### config.mk
export PLATFORM = sky130hd
export DESIGN_NAME = accumulator_sequencer
export DESIGN_NICKNAME = d
export VERILOG_FILES = /design/src/rtl/accumulator_sequencer.sv
export SDC_FILE = /design/constraint.sdc
export NUM_CORES = 1
export LEC_CHECK = 0
export ABC_CLOCK_PERIOD_IN_PS = 2600
export CAP_MARGIN = 10
export CORE_MARGIN = 2
export CORE_UTILIZATION = 30
export DETAILED_ROUTE_END_ITERATION = 10
export MAX_ROUTING_LAYER = met4
export PLACE_DENSITY = 0.72
export SYNTH_ARGS = -nofsm -noshare
export SYNTH_HDL_FRONTEND = slang
export SYNTH_SLANG_ARGS = --single-unit
### constraint.sdc
create_clock -name clk_in -period 2.6 [get_ports clk_in]
set_input_delay 0.52 -clock clk_in [delete_from_list [all_inputs] [get_ports clk_in]]
set_output_delay 0.52 -clock clk_in [all_outputs]
set_load 0.05 [all_outputs]
### src/rtl/accumulator_sequencer.sv
// Sequencer for AC-class instructions: fetches the memory operand, drives the
// ALU operator lines for one EXEC cycle and commits the result into AC/E.
module accumulator_sequencer #(
  parameter int TIMEOUT = 15,
  parameter int TW      = 4
) (
  input  logic        clk_in,
  input  logic        rst_n_in,
  input  logic        cmd_valid_in,
  output logic        cmd_ready_out,
  input  logic [3:0]  cmd_op_in,
  output logic        mem_req_out,
  input  logic        mem_ack_in,
  input  logic [15:0] mem_data_in,
  output logic [15:0] alu_ac_out,
  output logic [15:0] alu_dr_out,
  output logic        alu_c_out,
  output logic        op_and_out,
  output logic        op_add_out,
  output logic        op_dr_out,
  output logic        op_inpr_out,
  output logic        op_complement_out,
  output logic        op_cir_out,
  output logic        op_cil_out,
  input  logic [15:0] alu_ac_in,
  input  logic        alu_c_in,
  output logic [15:0] ac_out,
  output logic        e_out,
  output logic        done_out,
  output logic        skip_out,
  output logic        error_out
);

  typedef enum logic [1:0] {IDLE, FETCH, EXEC, DONE} state_t;

  localparam logic [3:0] OP_AND = 4'd1, OP_ADD = 4'd2, OP_LDA = 4'd3, OP_CLA = 4'd4;
  localparam logic [3:0] OP_CLE = 4'd5, OP_CMA = 4'd6, OP_CME = 4'd7, OP_CIR = 4'd8;
  localparam logic [3:0] OP_CIL = 4'd9, OP_INC = 4'd10, OP_SPA = 4'd11, OP_SNA = 4'd12;
  localparam logic [3:0] OP_SZA = 4'd13, OP_SZE = 4'd14, OP_INP = 4'd15;

  state_t        state_q, state_d;
  logic [15:0]   ac_q, ac_d, dr_q, dr_d;
  logic          e_q, e_d, skip_q, skip_d, err_q, err_d;
  logic [3:0]    op_q, op_d;
  logic [TW-1:0] cnt_q, cnt_d, cnt_inc;

  always_ff @(posedge clk_in) begin
    if (!rst_n_in) begin
      state_q <= IDLE;
      ac_q    <= '0;
      dr_q    <= '0;
      e_q     <= 1'b0;
      op_q    <= '0;
      cnt_q   <= '0;
      skip_q  <= 1'b0;
      err_q   <= 1'b0;
    end else begin
      state_q <= state_d;
      ac_q    <= ac_d;
      dr_q    <= dr_d;
      e_q     <= e_d;
      op_q    <= op_d;
      cnt_q   <= cnt_d;
      skip_q  <= skip_d;
      err_q   <= err_d;
    end
  end

  assign cnt_inc    = cnt_q + TW'(1);
  assign alu_ac_out = ac_q;
  assign alu_c_out  = e_q;
  assign ac_out     = ac_q;
  assign e_out      = e_q;

  always_comb begin
    state_d           = state_q;
    ac_d              = ac_q;
    dr_d              = dr_q;
    e_d               = e_q;
    op_d              = op_q;
    cnt_d             = cnt_q;
    skip_d            = skip_q;
    err_d             = err_q;
    cmd_ready_out     = 1'b0;
    mem_req_out       = 1'b0;
    alu_dr_out        = '0;
    op_and_out        = 1'b0;
    op_add_out        = 1'b0;
    op_dr_out         = 1'b0;
    op_inpr_out       = 1'b0;
    op_complement_out = 1'b0;
    op_cir_out        = 1'b0;
    op_cil_out        = 1'b0;
    done_out          = 1'b0;
    skip_out          = 1'b0;
    error_out         = 1'b0;
    unique case (state_q)
      IDLE: begin
        cmd_ready_out = 1'b1;
        cnt_d         = '0;
        skip_d        = 1'b0;
        err_d         = 1'b0;
        if (cmd_valid_in) begin
          op_d    = cmd_op_in;
          state_d = (cmd_op_in inside {OP_AND, OP_ADD, OP_LDA}) ? FETCH : EXEC;
        end
      end
      FETCH: begin
        mem_req_out = 1'b1;
        cnt_d       = cnt_inc;
        // An ack on the limit cycle still wins over the timeout.
        if (mem_ack_in) begin
          dr_d    = mem_data_in;
          state_d = EXEC;
        end else if (TIMEOUT != 0 && cnt_inc == TW'(TIMEOUT)) begin
          err_d   = 1'b1;
          state_d = DONE;
        end
      end
      EXEC: begin
        state_d = DONE;
        case (op_q)
          OP_AND: begin op_and_out = 1'b1; alu_dr_out = dr_q; ac_d = alu_ac_in; end
          OP_ADD: begin
            op_add_out = 1'b1; alu_dr_out = dr_q; ac_d = alu_ac_in; e_d = alu_c_in;
          end
          OP_LDA: begin op_dr_out = 1'b1; alu_dr_out = dr_q; ac_d = alu_ac_in; end
          OP_CLA: ac_d = '0;
          OP_CLE: e_d = 1'b0;
          OP_CMA: begin op_complement_out = 1'b1; ac_d = alu_ac_in; end
          OP_CME: e_d = ~e_q;
          OP_CIR: begin op_cir_out = 1'b1; ac_d = alu_ac_in; e_d = alu_c_in; end
          OP_CIL: begin op_cil_out = 1'b1; ac_d = alu_ac_in; e_d = alu_c_in; end
          // INC reuses the adder with a constant operand but keeps E.
          OP_INC: begin op_add_out = 1'b1; alu_dr_out = 16'h0001; ac_d = alu_ac_in; end
          OP_SPA: skip_d = ~ac_q[15];
          OP_SNA: skip_d = ac_q[15];
          OP_SZA: skip_d = (ac_q == 16'h0000);
          OP_SZE: skip_d = ~e_q;
          OP_INP: begin op_inpr_out = 1'b1; ac_d = {8'h00, alu_ac_in[7:0]}; end
          default: ;
        endcase
      end
      DONE: begin
        done_out  = 1'b1;
        skip_out  = skip_q;
        error_out = err_q;
        state_d   = IDLE;
      end
      default: state_d = IDLE;
    endcase
  end

endmodule

==> qor.yml <==
synthTopCellsByArea: "dfxtp_1 (36%), nand2_1 (8.8%), a21boi_0 (7.9%)"
final_nets: 435
nFillCells: 802
syn_to_final_growth_pct: 51.1
cts_inserted_buffers: 5
fin_util_pct: 46.3
tns_ns: 0
slew_headroom_pct: 61.6
place_inst: 486
die_area_um2: 9010
ff2ff_path_depth: 5
stdcell_count: 494
timing.final.max_slew_violations: 0
r2r_slack_ns: 0.74
die_h_um: 94.9
clk_pin_slew_ns: 0.09
floorplan.initialDensity_pct: 30.6
num_rows: 33
ys_seq_area_share_pct: 36.3
cts_num_sinks: 45
synth_seq_cells: 45
timing.final.crit_share_pct: 90.6
cts_tree: "built"
postCtsSetupBuffers: 0
layout_common_cells: "clkdlybuf4s50_1 (78), nand2_1 (58), dfxtp_1 (44), a21boi_0 (26), and2_1 (20)"
reg2reg_to: "ac_out[5]$_SDFFE_PN0P_"
setup.worst_path.end_class: "output port"
setup_violations: 0
syn_nets: 355
grt_pass1_vias: 2160
syn_inst: 308
syn_area_um2: 2480
layout_min_cycle_time_ns: 2.36
grt_max_degree: 23
clock_latency_ns: 0.30
globalRouteOverflowTotal: 0
antenna_cells: 0
worst_slew_pin_slew_ns: 0.574
rsz0062_at_grt: "false"
place.gp.congestion: 0.781
postRouteAntennaNets: 0
fin_worst_skew_ns: 0.0135
setup_ws_ns: 0.243
placed_area_um2: 3620
ys.flop_type: "dfxtp_1"
drtPass1Iterations: 4
drc_errors: 0
layout_commonest_cell: "clkdlybuf4s50_1"
power_density_nw_per_um2: 699
min-delay-start: "dr_q[9]$_SDFFE_PN0P_"
grt_pass1_wl_um: 10600
status: "finished, final reports clean"
hold_class: "register to register"
antenna_found_initial: 0
worstSetupPathType: "register to output port"
dp_slack_ns: 0.437
start_kind: "register"
ys_warn_count: 0
ir_drop_mv: 0.510
drive_gt1_share_pct: 12.6
cap_viol_max_count: 0
max_freq_ghz: 0.424
core-area_um2: 8090
die_w_um: 94.9
via_count: 2350
ys_types: 45
track_usage_pct: 15.4
vias_per_cell: 4.76
ctsHtreeMaxLevel: 2
hold_viol: 0
stdcell_area_um2: 3740
yosysTopAreaCell: "dfxtp_1"
rr_startpoint: "op_q[3]$_SDFFE_PN0P_"
syn_area_per_cell_um2: 8.05
synth.top_cell.area_share_pct: 36.3
arrival_ns: 1.84
clk_path_buf_depth: 2
ios: 103
port_buffers: 102
drtIter0Drc: 74
hold_end: "dr_q[9]$_SDFFE_PN0P_"
hpwlAfterDp_um: 5110
p_leak_nw: 1.35
worstPathRequired_ns: 2.08
cts_root_buffer: "clkbuf_8"
synth_edf_count: 0
async_reset_ff_share_pct: 0
path_max_fanout: 4
hold_depth: 2
wire_per_inst_um: 13.7
wl_um: 6770
-- metrics by stage --
step	power (W)	hold WS (ns)
floorplan	0.00173	0.439
detailed placement	0.00208	0.459
CTS	0.00264	0.471
global route	0.00278	0.488
global placement	0.00205	0.452
finish	0.00262	0.465
-- power by group --
| group | internal [W] | leakage, nW | switching (W) |
|---|---|---|---|
| Clock | 0.000314 | 0.0585 | 0.000239 |
| Sequential | 0.000779 | 0.365 | 0.0000887 |
| Combinational | 0.000453 | 0.926 | 0.000743 |
| Total | 0.00155 | 1.35 | 0.00107 |
-- worst max-delay path by stage --
| stage | startpoint | end | slack [ns] |
|---|---|---|---|
| final | state_q[0]$_SDFFE_PN0P_ | skip_out | 0.24 |
| after global routing | op_q[2]$_SDFFE_PN0P_ | alu_dr_out[15] | 0.13 |
| after CTS | state_q[1]$_SDFFE_PN0P_ | mem_req_out | 0.08 |
| after detailed placement | state_q[1]$_SDFFE_PN0P_ | mem_req_out | 0.44 |
| after global placement | state_q[1]$_SDFFE_PN0P_ | mem_req_out | 0.47 |
| after floorplan | state_q[0]$_SDFFE_PN0P_ | op_add_out | 0.09 |
-- area by class of cell --
cell class | instances | area (um^2) | share of cell area (%)
Clock inverter | 1 | 30.0 | 0.802
Sequential cell | 45 | 902 | 24.1
Tap cell | 105 | 131 | 3.51
Multi-Input combinational cell | 217 | 1330 | 35.5
Inverter | 8 | 30.0 | 0.802
Timing Repair Buffer | 111 | 1230 | 32.9
Clock buffer | 7 | 86.3 | 2.31
-- worst max-delay path: stages (launching register included) --
cell	delay [ns]
dfxtp_1	0.39
ha_1	0.20
and2_1	0.15
clkdlybuf4s50_1	0.80
-- synth_stat cells (2+ instances only) --
| master | n |
|---|---|
| nor4_1 | 5 |
| o21ai_0 | 6 |
| nand3_1 | 17 |
| nor2_1 | 10 |
| buf_4 | 20 |
| nor2b_1 | 13 |
| ha_1 | 6 |
| a21boi_0 | 26 |
| buf_2 | 4 |
| and2_1 | 20 |
| inv_1 | 8 |
| a22oi_1 | 8 |
| nand2_1 | 58 |
| a21oi_1 | 5 |
| o211ai_1 | 2 |
| nand2b_1 | 4 |
| clkbuf_1 | 14 |
| xnor2_1 | 2 |
| o21ba_2 | 2 |
| dfxtp_1 | 45 |
| nor3b_1 | 3 |
| nor3_1 | 4 |
| mux2i_1 | 4 |
-- cell families after synthesis --
kind of cell,count (synthesis),share of synthesized area [%]
and+or+nand+nor,138,27.2
AOI/OAI and AO/OA,66,20.5
buffers and inverters,46,10.2
DFF,45,36.3
adders and majority gates,6,3.03
muxes,5,2.07
xor gates and xnor gates,2,0.707
-- sequential cells by signal, indices dropped and copies added, names as in the netlist --
signal / count
err_q: 1
op_q: 4
state_q: 2
alu_c_out: 1
cnt_q: 4
ac_out: 16
skip_q: 1
dr_q: 16
-- per-layer routing --
layer	share of wire [%]	global-route usage [%]
met5	0	-
met4	0.78	4.23
met3	5.9	3.99
met2	50	25.8
met1	43	18.2
-- what timing repair did --
| item | in CTS | in global routing |
|---|---|---|
| hold buffers | 0 | 0 |
| endpoints found under the hold margin | 0 | 0 |
| setup endpoints to repair | 0 | 6 |
| gates resized for setup | 0 | 2 |
(Power assumes the default switching activity.)
